==> config.mk <==
export PLATFORM = sky130hd
export DESIGN_NAME = neuron_event_scheduler
export DESIGN_NICKNAME = d
export VERILOG_FILES = /design/src/rtl/neuron_ctrl_pkg.sv /design/src/rtl/sweep_counter.sv /design/src/rtl/neuron_event_scheduler.sv
export SDC_FILE = /design/constraint.sdc
export NUM_CORES = 1
export LEC_CHECK = 0
export CORE_UTILIZATION = 54
export DETAILED_ROUTE_END_ITERATION = 16
export PLACE_DENSITY = 0.86
export SETUP_SLACK_MARGIN = 0.4
export SLEW_MARGIN = 20
export SYNTH_ARGS = -nofsm -noshare
export SYNTH_HDL_FRONTEND = slang
export SYNTH_SLANG_ARGS = --single-unit
==> constraint.sdc <==
create_clock -name CLK -period 5.4 [get_ports CLK]
set_clock_uncertainty 0.1 [all_clocks]
set_input_delay 1.08 -clock CLK [delete_from_list [all_inputs] [get_ports CLK]]
set_output_delay 1.08 -clock CLK [all_outputs]
set_load 0.03 [all_outputs]
==> src/rtl/neuron_ctrl_pkg.sv <==
// Shared definitions for the neuron event scheduler: FSM encoding, default
// array dimensions and the sweep-length helpers used to size the counters.
package neuron_ctrl_pkg;

  typedef enum logic [3:0] {
    IDLE,
    PRE_RD,
    PRE_WR,
    POST_RD,
    POST_WR,
    TS_RD,
    TS_WR,
    TR_PRE_RD,
    TR_PRE_WR,
    TR_POST_RD,
    TR_POST_WR
  } sched_state_t;

  localparam int DEF_TIME_STEP          = 8;
  localparam int DEF_INPUT_NEURON       = 784;
  localparam int DEF_OUTPUT_NEURON      = 256;
  localparam int DEF_POST_NEUR_PARALLEL = 4;

  // Number of pre-SRAM words visited by a state-clear sweep.
  function automatic int pre_sweep_len(input int input_neuron);
    return input_neuron;
  endfunction

  // Number of post-SRAM words (groups of parallel neurons) in a post sweep.
  function automatic int post_group_count(input int output_neuron, input int parallel);
    return output_neuron / parallel;
  endfunction

endpackage

==> src/rtl/sweep_counter.sv <==
// Loadable up-counter with a terminal-count flag; walks SRAM words during
// both the pre-neuron and post-neuron sweeps.
module sweep_counter #(
  parameter int WIDTH = 10,
  parameter int LAST  = 0
) (
  input  logic             clk,
  input  logic             rst,
  input  logic             load,
  input  logic [WIDTH-1:0] load_value,
  input  logic             inc,
  output logic [WIDTH-1:0] count,
  output logic             tc
);

  logic [WIDTH-1:0] count_reg;

  always_ff @(posedge clk or posedge rst) begin
    if (rst) begin
      count_reg <= '0;
    end else if (load) begin
      count_reg <= load_value;
    end else if (inc) begin
      count_reg <= count_reg + WIDTH'(1);
    end
  end

  assign count = count_reg;
  assign tc    = (count_reg == WIDTH'(LAST));

endmodule

==> src/rtl/neuron_event_scheduler.sv <==
// Sequences SRAM read/write sweeps for spike events, time-step updates and
// end-of-sample state clears, arbitrating between them when idle.
module neuron_event_scheduler
  import neuron_ctrl_pkg::*;
#(
  parameter int TIME_STEP            = DEF_TIME_STEP,
  parameter int INPUT_NEURON         = DEF_INPUT_NEURON,
  parameter int OUTPUT_NEURON        = DEF_OUTPUT_NEURON,
  parameter int POST_NEUR_PARALLEL   = DEF_POST_NEUR_PARALLEL,
  parameter int PRE_NEUR_ADDR_WIDTH  = 10,
  parameter int POST_NEUR_ADDR_WIDTH = 10
) (
  input  logic                            CLK,
  input  logic                            RST,
  input  logic                            AER_REQ,
  input  logic [PRE_NEUR_ADDR_WIDTH-1:0]  AER_ADDR,
  output logic                            AER_ACK,
  input  logic                            TSTEP_REQ,
  input  logic                            TREF_REQ,
  input  logic                            SPI_GATE_ACTIVITY_sync,
  output logic [PRE_NEUR_ADDR_WIDTH-1:0]  CTRL_PRE_NEURON_ADDRESS,
  output logic [POST_NEUR_ADDR_WIDTH-1:0] CTRL_POST_NEURON_ADDRESS,
  output logic                            CTRL_PRE_NEUR_CS,
  output logic                            CTRL_PRE_NEUR_WE,
  output logic                            CTRL_POST_NEUR_CS,
  output logic                            CTRL_POST_NEUR_WE,
  output logic                            CTRL_NEUR_EVENT,
  output logic                            CTRL_PRE_CNT_EN,
  output logic                            CTRL_TSTEP_EVENT,
  output logic                            CTRL_TREF_EVENT,
  output logic [$clog2(TIME_STEP)-1:0]    CURRENT_TIME_STEP,
  output logic                            BUSY,
  output logic                            SAMPLE_DONE
);

  localparam int TS_W   = $clog2(TIME_STEP);
  localparam int GROUPS = post_group_count(OUTPUT_NEURON, POST_NEUR_PARALLEL);
  localparam logic [TS_W-1:0] TS_LAST = TS_W'(TIME_STEP - 1);

  sched_state_t state_reg, state_next;

  logic tref_pend_reg, tstep_pend_reg, ack_reg, sample_done_reg;
  logic [TS_W-1:0] tstep_reg;
  logic tref_any, tstep_any;
  logic start_tref, start_tstep, start_aer, ts_done, tr_done;
  logic pre_load, pre_inc, post_load, post_inc, pre_tc, post_tc;
  logic [PRE_NEUR_ADDR_WIDTH-1:0]  pre_load_value, pre_count;
  logic [POST_NEUR_ADDR_WIDTH-1:0] post_count;

  // A pulse arriving in the arbitration cycle counts as already pending.
  assign tref_any  = tref_pend_reg | TREF_REQ;
  assign tstep_any = tstep_pend_reg | TSTEP_REQ;

  sweep_counter #(
    .WIDTH (PRE_NEUR_ADDR_WIDTH),
    .LAST  (pre_sweep_len(INPUT_NEURON) - 1)
  ) u_pre_counter (
    .clk        (CLK),
    .rst        (RST),
    .load       (pre_load),
    .load_value (pre_load_value),
    .inc        (pre_inc),
    .count      (pre_count),
    .tc         (pre_tc)
  );

  sweep_counter #(
    .WIDTH (POST_NEUR_ADDR_WIDTH),
    .LAST  (GROUPS - 1)
  ) u_post_counter (
    .clk        (CLK),
    .rst        (RST),
    .load       (post_load),
    .load_value ('0),
    .inc        (post_inc),
    .count      (post_count),
    .tc         (post_tc)
  );

  assign CTRL_PRE_NEURON_ADDRESS  = pre_count;
  assign CTRL_POST_NEURON_ADDRESS = post_count * POST_NEUR_ADDR_WIDTH'(POST_NEUR_PARALLEL);
  assign CURRENT_TIME_STEP        = tstep_reg;
  assign AER_ACK                  = ack_reg;
  assign SAMPLE_DONE              = sample_done_reg;
  assign BUSY                     = (state_reg != IDLE);

  always_ff @(posedge CLK or posedge RST) begin
    if (RST) begin
      state_reg <= IDLE;
    end else begin
      state_reg <= state_next;
    end
  end

  always_comb begin
    state_next        = state_reg;
    start_tref        = 1'b0;
    start_tstep       = 1'b0;
    start_aer         = 1'b0;
    ts_done           = 1'b0;
    tr_done           = 1'b0;
    pre_load          = 1'b0;
    pre_load_value    = '0;
    pre_inc           = 1'b0;
    post_load         = 1'b0;
    post_inc          = 1'b0;
    CTRL_PRE_NEUR_CS  = 1'b0;
    CTRL_PRE_NEUR_WE  = 1'b0;
    CTRL_POST_NEUR_CS = 1'b0;
    CTRL_POST_NEUR_WE = 1'b0;
    CTRL_NEUR_EVENT   = 1'b0;
    CTRL_PRE_CNT_EN   = 1'b0;
    CTRL_TSTEP_EVENT  = 1'b0;
    CTRL_TREF_EVENT   = 1'b0;
    case (state_reg)
      IDLE: begin
        if (!SPI_GATE_ACTIVITY_sync) begin
          if (tref_any) begin
            start_tref = 1'b1;
            pre_load   = 1'b1;
            post_load  = 1'b1;
            state_next = TR_PRE_RD;
          end else if (tstep_any) begin
            start_tstep = 1'b1;
            post_load   = 1'b1;
            state_next  = TS_RD;
          end else if (AER_REQ) begin
            start_aer      = 1'b1;
            pre_load       = 1'b1;
            pre_load_value = AER_ADDR;
            post_load      = 1'b1;
            state_next     = PRE_RD;
          end
        end
      end
      PRE_RD: begin
        CTRL_PRE_NEUR_CS = 1'b1;
        state_next       = PRE_WR;
      end
      PRE_WR: begin
        CTRL_PRE_NEUR_CS = 1'b1;
        CTRL_PRE_NEUR_WE = 1'b1;
        CTRL_NEUR_EVENT  = 1'b1;
        CTRL_PRE_CNT_EN  = 1'b1;
        state_next       = POST_RD;
      end
      POST_RD: begin
        CTRL_POST_NEUR_CS = 1'b1;
        state_next        = POST_WR;
      end
      POST_WR: begin
        CTRL_POST_NEUR_CS = 1'b1;
        CTRL_POST_NEUR_WE = 1'b1;
        CTRL_NEUR_EVENT   = 1'b1;
        post_inc          = !post_tc;
        state_next        = post_tc ? IDLE : POST_RD;
      end
      TS_RD: begin
        CTRL_POST_NEUR_CS = 1'b1;
        state_next        = TS_WR;
      end
      TS_WR: begin
        CTRL_POST_NEUR_CS = 1'b1;
        CTRL_POST_NEUR_WE = 1'b1;
        CTRL_TSTEP_EVENT  = 1'b1;
        post_inc          = !post_tc;
        ts_done           = post_tc;
        state_next        = post_tc ? IDLE : TS_RD;
      end
      TR_PRE_RD: begin
        CTRL_PRE_NEUR_CS = 1'b1;
        state_next       = TR_PRE_WR;
      end
      TR_PRE_WR: begin
        CTRL_PRE_NEUR_CS = 1'b1;
        CTRL_PRE_NEUR_WE = 1'b1;
        CTRL_TREF_EVENT  = 1'b1;
        pre_inc          = !pre_tc;
        state_next       = pre_tc ? TR_POST_RD : TR_PRE_RD;
      end
      TR_POST_RD: begin
        CTRL_POST_NEUR_CS = 1'b1;
        state_next        = TR_POST_WR;
      end
      TR_POST_WR: begin
        CTRL_POST_NEUR_CS = 1'b1;
        CTRL_POST_NEUR_WE = 1'b1;
        CTRL_TREF_EVENT   = 1'b1;
        post_inc          = !post_tc;
        tr_done           = post_tc;
        state_next        = post_tc ? IDLE : TR_POST_RD;
      end
      default: state_next = IDLE;
    endcase
  end

  // Starting a state clear also discards any time step queued behind it.
  always_ff @(posedge CLK or posedge RST) begin
    if (RST) begin
      tref_pend_reg   <= 1'b0;
      tstep_pend_reg  <= 1'b0;
      ack_reg         <= 1'b0;
      sample_done_reg <= 1'b0;
      tstep_reg       <= '0;
    end else begin
      tref_pend_reg   <= start_tref ? 1'b0 : tref_any;
      tstep_pend_reg  <= (start_tref || start_tstep) ? 1'b0 : tstep_any;
      ack_reg         <= start_aer;
      sample_done_reg <= ts_done && (tstep_reg == TS_LAST);
      if (tr_done) begin
        tstep_reg <= '0;
      end else if (ts_done) begin
        tstep_reg <= (tstep_reg == TS_LAST) ? '0 : tstep_reg + TS_W'(1);
      end
    end
  end

endmodule

==> flow_summary.rst, run 1 <==
.. list-table::
   :header-rows: 1

   * - Metric
     - Value
   * - Total core area
     - 0.00366 sq mm
   * - Layout overhead on the synthesized area
     - 23.6%
   * - Area share of the largest cell type after synthesis
     - 0.375
   * - GRT Resource Usage Total
     - 0.247
   * - Post-synthesis async set-or-reset flop share
     - 1.00
   * - Most repeated cell in the gate-level netlist after synthesis
     - dfrtp_1
   * - Power density of the placed cells
     - 499 mW/mm^2
   * - Vertical die dimension
     - 63.9 um
   * - Clock network fraction of total power
     - 0.138
   * - Internal power contribution
     - 0.667 mW
   * - Fillers
     - 301
   * - Critical path class
     - flop to output port
   * - H-tree level count
     - 2
   * - Worst R2R Path Depth
     - 4
   * - DIE AREA
     - 0.00408 sq mm
   * - Commonest cells in the netlist
     - dfrtp_1 (31), nand2_1 (21), nand3_1 (14)
   * - Global-route wire length before repair
     - 7910 um
   * - Pins over their slew limit
     - 0
   * - Worst setup SP type
     - flop
   * - Routability Congestion
     - 0.818
   * - Number of detailed-route iterations in the first pass
     - 4
   * - Sequential fraction of design power
     - 0.343
   * - Post-synthesis instance area
     - 0.00207 sq mm
   * - Number of nets with antenna violations after detailed routing
     - 0
   * - Cell depth of the worst min-delay path
     - 1
   * - Global route total overflow
     - 0
   * - Worst R2R Start
     - state_reg[3]$_DFFE_PP0P_
   * - Cell type contributing the most total cell area after synthesis
     - dfrtp_1
   * - Gate count after technology mapping
     - 230
   * - Number of clock buffers inserted by TritonCTS
     - 5
   * - Cell types occupying the most area after synthesis
     - dfrtp_1 (37%), nand2_1 (3.8%), and3_1 (3.6%)
   * - Standard-cell rows
     - 22
   * - Net Switching
     - 0.608 mW
   * - Required time at the endpoint of the critical path
     - 4220 ps
   * - Final Cycle Share
     - 0.667
   * - TritonCTS clock tree
     - built
   * - Number of nets in the layout
     - 284
   * - Maximum root-to-sink buffer count
     - 2
   * - Worst R2R Setup Slack
     - 2820 ps
   * - Initial antenna violation count
     - 0
   * - Violation count after the first detailed-route iteration
     - 107
   * - Most frequently used flop master after synthesis
     - dfrtp_1
   * - Worst hold margin
     - 430 ps
   * - Via density
     - 6.12
   * - Part of the Yosys area used for sequential elements
     - 0.375
   * - Post CTS Setup Buffer Count
     - 0
   * - Mean instance size in the synthesized netlist
     - 9.00 sq um
   * - Max Fanout on Critical Path
     - 19
   * - Minimum clock period after layout
     - 3600 ps
   * - Switching Fraction
     - 0.477
   * - Number of maximum-capacitance violations
     - 0
   * - TritonCTS sink count
     - 31
   * - Overall routed net length
     - 4680 um
   * - Total I/O pin count
     - 50
   * - Reg-to-reg critical path endpoint
     - u_pre_counter.count[1]$_DFFE_PP0P_
   * - Actual slew at the worst max-slew pin
     - 977 ps
   * - Number of hold buffers added after cts
     - 0
   * - Worst-skew pair later-pin latency
     - 280 ps
   * - Number of global-route vias before repair
     - 1739
   * - Width of the chip
     - 63.9 um
   * - Hold wc startpoint
     - CURRENT_TIME_STEP[1]$_DFFE_PP0P_
   * - Buffers added on ports
     - 47
   * - Arrival time at the worst endpoint
     - 2420 ps
   * - Post-synth EDFFs
     - 0
   * - Crit. End Element
     - output port
   * - Number of storage elements in the synthesis netlist
     - 31
   * - Leakage power total
     - 1.07 nW
   * - Path category of the worst min-delay check
     - flop to flop
   * - Result of the run
     - completed
   * - Slew margin rel.
     - 0.331
   * - Clock root buffer master
     - clkbuf_8
   * - Post_cts resized
     - 0
   * - Worst voltage drop across the vdd grid
     - 0.314 mV
   * - Final number of setup-violating endpoints
     - 0
   * - Fraction of final layout cells with drive strength greater than 1
     - 0.0679
   * - Hold violation count in the final report
     - 0
   * - Achievable clock frequency
     - 278 MHz
   * - Final routed DRC violation total
     - 0
   * - Via count of the routed design
     - 1917
   * - Count of different cell masters after synthesis
     - 56
   * - Setup repair after global routing missed its margin
     - no
   * - Share of total power in combinational logic
     - 0.519
   * - Detailed placer's ending HPWL
     - 3360 um
   * - Worst hold endpoint
     - CURRENT_TIME_STEP[1]$_DFFE_PP0P_
   * - Warnings, synthesis
     - 0
   * - Clock-pin transition on the worst setup and hold timing paths
     - 70 ps
   * - Antenna cell count
     - 0
   * - Pin count of the biggest net entering global routing
     - 32
   * - Starting Density
     - 0.565
   * - Final total negative setup slack
     - 0 ps
   * - Routed len/inst
     - 14.9 um
[cells by family after synthesis]
group	synth area share
XOR/XNOR	0.0296
AO/OA/AOI/OAI	0.201
buffers and inverters	0.0828
other	0.00181
flip-flops	0.375
multiplexers	0.0193
AND/OR/NAND/NOR	0.267
adder cells (fa/ha/maj)	0.0242
[power by group through the flow]
stage / Combinational, mW / Clock [mW] / Sequential (mW)
floorplan: 0.492 / 0 / 0.408
detailed placement: 0.662 / 0 / 0.438
finish: 0.662 / 0.176 / 0.438
global route: 0.716 / 0.188 / 0.454
CTS: 0.664 / 0.179 / 0.434
global placement: 0.650 / 0 / 0.433
[cells in the final DEF (no fill, tap or decap), types with 6 or more instances in the layout]
cell and n:
nand2_1 21, o21ai_0 9, dfrtp_1 31, a21oi_1 7
nor2_1 11, nand3_1 14, and3_1 12, clkdlybuf4s50_1 47
nand4_1 6, inv_1 9, nor3_1 9
[area by class of cell]
cell class,count,area (sq um),share of cell area
tap,48,60.1,0.0235
inverter,9,33.8,0.0132
clock inverter,3,15.0,0.00587
timing repair buffer,48,478,0.187
sequential,31,776,0.303
clock buffer,5,68.8,0.0269
multi-input combinational,169,1130,0.440
[through the flow]
stage               utilization  area (sq um)  power (mW)  setup slack, ps  instances
floorplan                     -          2070       0.900             2450        231
global placement          0.676          2470        1.08             1970        305
detailed placement        0.676          2470        1.10             1880        305
CTS                       0.699          2560        1.28             1770        313
global route              0.699          2560        1.36             1620        313
finish                    0.699          2560        1.28             1800        313
[critical path: stages (launching register included)]
cell	delay, ps
dfrtp_1	570
or4b_1	740
o21ai_0	130
clkdlybuf4s50_1	700
[per-layer routing]
metal | share of wire | vias up | GRT usage | routed length [um]
met5 | 0 | - | 0 | 0
li1 | - | 922 | - | -
met4 | 0.020 | 0 | 0.0881 | 94
met2 | 0.49 | 64 | 0.406 | 2280
met3 | 0.059 | 12 | 0.0679 | 276
met1 | 0.43 | 919 | 0.311 | 2030
[how the worst max path moves through the flow]
stage / end / start / cells after the start
after global routing: CTRL_TSTEP_EVENT / state_reg[2]$_DFFE_PP0P_ / 3
after detailed placement: u_pre_counter.count[1]$_DFFE_PP0P_ / AER_REQ / 5
final: CTRL_PRE_NEUR_CS / state_reg[0]$_DFFE_PP0P_ / 3
after floorplan: CTRL_POST_NEUR_CS / state_reg[0]$_DFFE_PP0P_ / 5
after CTS: CTRL_TSTEP_EVENT / state_reg[2]$_DFFE_PP0P_ / 3
after global placement: u_pre_counter.count[1]$_DFFE_PP0P_ / AER_REQ / 5
Note: power is estimated with default switching activity, not from simulation.
==> run 2, diff against run 1 <==
- CORE_UTILIZATION: 54 -> 50
- PLACE_DENSITY: 0.86 -> 0.81
- clock period: 5.4 -> 3.7 ns (I/O delays scaled with it)
==> run 2 against run 1 <==
  * Register-to-register slack got worse by 1400 ps
  * Cell count rose by 0.64%
  * First-iteration DRC count grew 6.5%
  * Sequential share of layout area decreased by 0.12 points
  * Clock power increased by 40%
  * Total power grew 46%
  * Non-clock buffer count is 2 higher
  * Critical path depth unchanged
  * Global-route usage shrank 1.5 points
==> flow_summary.rst, run 2 (same netlist as run 1, synthesis figures left out) <==
.. list-table::
   :header-rows: 1

   * - Metric
     - Value
   * - Result of the run
     - completed (unchanged)
   * - Slew margin rel.
     - 0.444 (was 0.331)
   * - Minimum clock period after layout
     - 3190 ps
   * - Leakage power total
     - 1.07 nW (about the same)
   * - Antenna cell count
     - 0 (unchanged)
   * - Cell Chain, Critical Path
     - or4b_4 -> o21ai_0 -> clkdlybuf4s50_1 (was or4b_1 -> o21ai_0 -> clkdlybuf4s50_1)
   * - Total core area
     - 0.00400 sq mm (was 0.00366 sq mm)
   * - Layout overhead on the synthesized area
     - 24.1% (was 23.6%)
   * - Maximum root-to-sink buffer count
     - 2 (unchanged)
   * - Final routed DRC violation total
     - 0 (unchanged)
   * - Delay of the slowest critical-path stage
     - 700 ps (was 740 ps)
   * - Clock root buffer master
     - clkbuf_8 (unchanged)
   * - Detailed placer's ending HPWL
     - 3370 um (was 3360 um)
   * - Post-placement worst setup slack
     - 726 ps (was 1880 ps)
   * - CP Buf/Inv Count
     - 1 (unchanged)
   * - Pins over their slew limit
     - 0 (unchanged)
   * - Cell with the largest stage delay on the worst path
     - clkdlybuf4s50_1 (was or4b_1)
   * - Post_cts resized
     - 0 (unchanged)
   * - Path category of the worst min-delay check
     - flop to flop (unchanged)
   * - Number of maximum-capacitance violations
     - 0 (unchanged)
   * - Number of global-route vias before repair
     - 1661 (was 1739)
   * - Fillers
     - 357 (was 301)
   * - Pin count of the biggest net entering global routing
     - 32 (unchanged)
   * - GRT Resource Usage Total
     - 0.233 (was 0.247)
   * - Worst hold margin
     - 430 ps (about the same)
   * - Overall routed net length
     - 4790 um (was 4680 um)
   * - Family of cells with the greatest summed delay on the critical path
     - buffers and inverters (was simple AND/OR/NAND/NOR gates)
   * - Required time at the endpoint of the critical path
     - 2860 ps (was 4220 ps)
   * - Standard-cell rows
     - 23 (was 22)
   * - Power density of the placed cells
     - 727 mW/mm^2 (was 499 mW/mm^2)
   * - Max Fanout on Critical Path
     - 19 (unchanged)
   * - H-tree level count
     - 2 (unchanged)
   * - Via density
     - 6.10 (was 6.12)
   * - Achievable clock frequency
     - 313 MHz
   * - Number of nets in the layout
     - 286 (was 284)
   * - Initial antenna violation count
     - 0 (unchanged)
   * - Worst-skew pair later-pin latency
     - 280 ps (about the same)
   * - Number of clock buffers inserted by TritonCTS
     - 5 (unchanged)
   * - Routed len/inst
     - 15.2 um (was 14.9 um)
   * - Worst setup SP type
     - flop (unchanged)
   * - DIE AREA
     - 0.00440 sq mm (was 0.00408 sq mm)
   * - Hold violation count in the final report
     - 0 (unchanged)
   * - Final number of setup-violating endpoints
     - 0 (unchanged)
   * - Critical path class
     - flop to output port (unchanged)
   * - TritonCTS clock tree
     - built (unchanged)
   * - Commonest cells after routing, fill and taps aside
     - clkdlybuf4s50_1 (47), dfrtp_1 (31), nand2_1 (21), nand3_1 (14), and3_1 (12) (unchanged)
   * - Fraction of final layout cells with drive strength greater than 1
     - 0.0679 (unchanged)
   * - Final setup slack of the worst path
     - 509 ps (was 1800 ps)
   * - Width of the chip
     - 66.3 um (was 63.9 um)
   * - Clock-pin transition on the worst setup and hold timing paths
     - 60 ps (was 70 ps)
   * - Worst voltage drop across the vdd grid
     - 0.459 mV (was 0.314 mV)
   * - Starting Density
     - 0.517 (was 0.565)
   * - Buffers added on ports
     - 47 (unchanged)
   * - TritonCTS sink count
     - 31 (unchanged)
   * - Setup repair after global routing missed its margin
     - no (unchanged)
   * - Final standard cell utilization of the core
     - 0.642 (was 0.699)
   * - Routability Congestion
     - 0.855 (was 0.818)
   * - Arrival time at the worst endpoint
     - 2350 ps (was 2420 ps)
   * - Vertical die dimension
     - 66.3 um (was 63.9 um)
   * - Global-route wire length before repair
     - 7720 um (was 7910 um)
   * - Leading cell type in the layout, fill and taps excluded
     - clkdlybuf4s50_1 (unchanged)
   * - Final Cycle Share
     - 0.863
   * - Final total negative setup slack
     - 0 ps (unchanged)
   * - Actual slew at the worst max-slew pin
     - 814 ps (was 977 ps)
   * - Via count of the routed design
     - 1921 (was 1917)
   * - Total I/O pin count
     - 50 (unchanged)
   * - Violation count after the first detailed-route iteration
     - 114 (was 107)
   * - Number of detailed-route iterations in the first pass
     - 4 (unchanged)
   * - Global route total overflow
     - 0 (unchanged)
   * - Number of hold buffers added after cts
     - 0 (unchanged)
   * - Number of nets with antenna violations after detailed routing
     - 0 (unchanged)
   * - Crit. End Element
     - output port (unchanged)
   * - Post CTS Setup Buffer Count
     - 0 (unchanged)
-- run 2: changes by cell type in the layout (fill, tap and decap cells not counted), sizes merged --
cell / change
buf: +2
clkinv: -3
clkbuf: +1
-- run 2: per-stage QoR --
stage / std cells / total power, mW / instance area, sq um
3_5_place_dp: 309 / 1.62 / 2490
3_3_place_gp: 309 / 1.59 / 2490
2_1_floorplan: 231 / 1.31 / 2070
5_1_grt: 315 / 1.99 / 2570
6_report: 315 / 1.87 / 2570
4_1_cts: 315 / 1.87 / 2560
-- run 2: area by class of cell --
class / instances / area [sq um] / share of cell area
well taps: 50 / 62.6 / 0.0244
flip-flops and latches: 31 / 776 / 0.302
clock buffers: 6 / 72.6 / 0.0283
repair buffers: 50 / 493 / 0.192
inverters: 9 / 33.8 / 0.0132
multi-input cells: 169 / 1130 / 0.440
-- run 2: metal layers --
metal | track usage | part of all wire | up-vias
met5 | 0 | 0 | -
li1 | - | - | 927
met3 | 0.0517 | 0.047 | 5
met4 | 0.0824 | 0.013 | 0
met2 | 0.370 | 0.47 | 58
met1 | 0.310 | 0.47 | 931
-- run 2: path summary, 6_finish.rpt --
| kind | startpoint | endpoint | slack (ps) | cells after the start |
|---|---|---|---|---|
| min in group asynchronous | RST | u_pre_counter.count[7]$_DFFE_PP0P_ | 750 | 3 |
| worst min-delay path | CURRENT_TIME_STEP[1]$_DFFE_PP0P_ | CURRENT_TIME_STEP[1]$_DFFE_PP0P_ | 430 | 1 |
| worst max register to register | state_reg[0]$_DFFE_PP0P_ | u_pre_counter.count[7]$_DFFE_PP0P_ | 1420 | 4 |
| worst min register to register | CURRENT_TIME_STEP[1]$_DFFE_PP0P_ | CURRENT_TIME_STEP[1]$_DFFE_PP0P_ | 430 | 1 |
| worst max-delay path | state_reg[0]$_DFFE_PP0P_ | CTRL_PRE_NEUR_CS | 510 | 3 |
| max in group asynchronous | RST | u_post_counter.count[0]$_DFFE_PP0P_ | 2460 | 3 |
-- run 2: where the power goes --
part / switching (mW) / internal (mW) / total, mW
Combinational: 0.562 / 0.419 / 0.981
Sequential: 0.204 / 0.436 / 0.640
Clock: 0.121 / 0.125 / 0.246
-- run 2: worst register-to-register path, cell delays in order (launching register included) --
cell and delay [ps]:
dfrtp_1 570, or4_4 670, nor4_4 500, nand2_1 140, a211oi_2 220
==> run 3, diff against run 2 <==
- CTS_CLUSTER_DIAMETER: not set -> 150
- GPL_TIMING_DRIVEN: not set -> 0
==> run 3 against run 2 <==
  * Register-to-register slack worse by 20 ps
  * Critical endpoint is now CTRL_POST_NEUR_CS
  * Flip-flop and latch count stayed put
  * Maximum frequency fell by 2.5%
==> flow_summary.rst, run 3 (same netlist as run 1, synthesis figures left out) <==
.. list-table::
   :header-rows: 1

   * - Metric
     - Value
   * - Result of the run
     - completed (unchanged)
   * - Cell Count Post-Placement
     - 328 (was 309)
   * - Worst-skew pair later-pin latency
     - 280 ps (about the same)
   * - H-tree level count
     - 2 (unchanged)
   * - Routability Congestion
     - 0.893 (was 0.855)
   * - Vertical die dimension
     - 66.3 um (unchanged)
   * - Antenna cell count
     - 0 (unchanged)
   * - Arrival time at the worst endpoint
     - 2430 ps (was 2350 ps)
   * - Via count of the routed design
     - 1993 (was 1921)
   * - Number of clock buffers inserted by TritonCTS
     - 5 (unchanged)
   * - Worst voltage drop across the vdd grid
     - 0.432 mV (was 0.459 mV)
   * - Required time at the endpoint of the critical path
     - 2860 ps (about the same)
   * - Final Cycle Share
     - 0.884 (was 0.863)
   * - Number of hold buffers added after cts
     - 0 (unchanged)
   * - Critical path class
     - flop to output port (unchanged)
   * - Overall routed net length
     - 5000 um (was 4790 um)
   * - TritonCTS sink count
     - 31 (unchanged)
   * - CP Buf/Inv Count
     - 2 (was 1)
   * - Global route total overflow
     - 0 (unchanged)
   * - Slew margin rel.
     - 0.389 (was 0.444)
   * - Global-route wire length before repair
     - 8350 um (was 7720 um)
   * - Number of maximum-capacitance violations
     - 0 (unchanged)
   * - Clock-pin transition on the worst setup and hold timing paths
     - 60 ps (about the same)
   * - Routed len/inst
     - 14.9 um (was 15.2 um)
   * - Cell with the largest stage delay on the worst path
     - clkdlybuf4s50_1 (unchanged)
   * - Pins over their slew limit
     - 0 (unchanged)
   * - Via density
     - 5.95 (was 6.10)
   * - Worst setup SP type
     - flop (unchanged)
   * - Crit. End Element
     - output port (unchanged)
   * - Final standard cell utilization of the core
     - 0.676 (was 0.642)
   * - Violation count after the first detailed-route iteration
     - 130 (was 114)
   * - Final number of setup-violating endpoints
     - 0 (unchanged)
   * - Number of nets with antenna violations after detailed routing
     - 0 (unchanged)
   * - Pin count of the biggest net entering global routing
     - 32 (unchanged)
   * - Total I/O pin count
     - 50 (unchanged)
   * - Family of cells with the greatest summed delay on the critical path
     - buffers and inverters (unchanged)
   * - Post-route cell area
     - 0.00270 sq mm (was 0.00257 sq mm)
   * - Initial antenna violation count
     - 0 (unchanged)
   * - Fraction of final layout cells with drive strength greater than 1
     - 0.119 (was 0.0679)
   * - Area taken by multi-input logic gates
     - 0.00113 sq mm (about the same)
   * - TritonCTS clock tree
     - built (unchanged)
   * - Setup repair after global routing missed its margin
     - yes (was no)
   * - Number of nets in the layout
     - 305 (was 286)
   * - Hold violation count in the final report
     - 0 (unchanged)
   * - Sequential standard cell area
     - 776 sq um (unchanged)
   * - Maximum root-to-sink buffer count
     - 2 (unchanged)
   * - Clock root buffer master
     - clkbuf_8 (unchanged)
   * - Leading cell type in the layout, fill and taps excluded
     - clkdlybuf4s50_1 (unchanged)
   * - Path category of the worst min-delay check
     - flop to flop (unchanged)
   * - Number of detailed-route iterations in the first pass
     - 4 (unchanged)
   * - Starting Density
     - 0.517 (unchanged)
   * - Final routed DRC violation total
     - 0 (unchanged)
   * - Final total negative setup slack
     - 0 ps (unchanged)
   * - Commonest cells after routing, fill and taps aside
     - clkdlybuf4s50_1 (46), dfrtp_1 (31), nand2_1 (21), nand3_1 (14), and3_1 (12) (was clkdlybuf4s50_1 (47), dfrtp_1 (31), nand2_1 (21), nand3_1 (14), and3_1 (12))
   * - Power density of the placed cells
     - 729 mW/mm^2 (was 727 mW/mm^2)
   * - Actual slew at the worst max-slew pin
     - 909 ps (was 814 ps)
   * - Total core area
     - 0.00400 sq mm (unchanged)
   * - Worst hold margin
     - 430 ps (about the same)
   * - Delay of the slowest critical-path stage
     - 730 ps (was 700 ps)
   * - Width of the chip
     - 66.3 um (unchanged)
   * - Achievable clock frequency
     - 306 MHz (was 313 MHz)
   * - Detailed placer's ending HPWL
     - 3630 um (was 3370 um)
   * - GRT Resource Usage Total
     - 0.251 (was 0.233)
   * - Standard-cell rows
     - 23 (unchanged)
   * - Placed Instance Area
     - 0.00261 sq mm (was 0.00249 sq mm)
   * - Minimum clock period after layout
     - 3270 ps (was 3190 ps)
   * - Layout overhead on the synthesized area
     - 30.7% (was 24.1%)
   * - Count of placed standard cells in the final layout, fillers left out
     - 335 (was 315)
   * - Cell Chain, Critical Path
     - clkbuf_1 -> and2_1 -> nor2_1 -> o32ai_1 -> clkdlybuf4s50_1 (was or4b_4 -> o21ai_0 -> clkdlybuf4s50_1)
   * - DIE AREA
     - 0.00440 sq mm (unchanged)
   * - Buffers added on ports
     - 47 (unchanged)
   * - Max Fanout on Critical Path
     - 10 (was 19)
   * - Fillers
     - 340 (was 357)
   * - Post CTS Setup Buffer Count
     - 0 (unchanged)
   * - Leakage power total
     - 1.17 nW (was 1.07 nW)
   * - Number of global-route vias before repair
     - 1802 (was 1661)
-- run 3: repair_timing --
item,CTS,global route
resized for setup,0,5
setup endpoints to repair,0,3
hold endpoints to repair,0,0
-- run 3: cell type report --
class,count,share of cell area
Multi-Input combinational cell,169,0.418
Inverter,9,0.0125
Clock inverter,1,0.00185
Clock buffer,6,0.0305
Sequential cell,31,0.287
Timing Repair Buffer,47,0.175
Buffer,22,0.0518
Tap cell,50,0.0231
-- run 3: report_power, final --
part | switching, mW | internal, mW | total [mW]
Combinational | 0.672 | 0.477 | 1.15
Clock | 0.118 | 0.146 | 0.263
Sequential | 0.123 | 0.437 | 0.560
Total | 0.912 | 1.06 | 1.97
-- run 3: stage by stage --
stage,power (mW),setup WS [ps]
6_report,1.97,428
5_1_grt,2.11,302
4_1_cts,1.97,402
3_5_place_dp,1.70,586
3_3_place_gp,1.68,615
2_1_floorplan,1.31,1090
-- run 3: layer usage --
metal  global-route usage  up-vias  share of wire  wire length, um
li1                     -      965              -                -
met1                0.335      943           0.44             2210
met2                0.402       78           0.48             2400
met3               0.0552        7          0.070              348
met4               0.0771        0         0.0080               40
met5                    0        -              0                0
-- run 3: path summary, 6_finish.rpt --
path	end	cells past startpoint	slack, ps	from
worst max-delay path	CTRL_POST_NEUR_CS	5	430	state_reg[1]$_DFFE_PP0P_
max in group asynchronous	state_reg[0]$_DFFE_PP0P_	2	2280	RST
worst max register to register	u_pre_counter.count[7]$_DFFE_PP0P_	6	1400	state_reg[0]$_DFFE_PP0P_
worst min register to register	CURRENT_TIME_STEP[1]$_DFFE_PP0P_	1	430	CURRENT_TIME_STEP[1]$_DFFE_PP0P_
min in group asynchronous	u_pre_counter.count[8]$_DFFE_PP0P_	2	790	RST
worst min-delay path	CURRENT_TIME_STEP[1]$_DFFE_PP0P_	1	430	CURRENT_TIME_STEP[1]$_DFFE_PP0P_
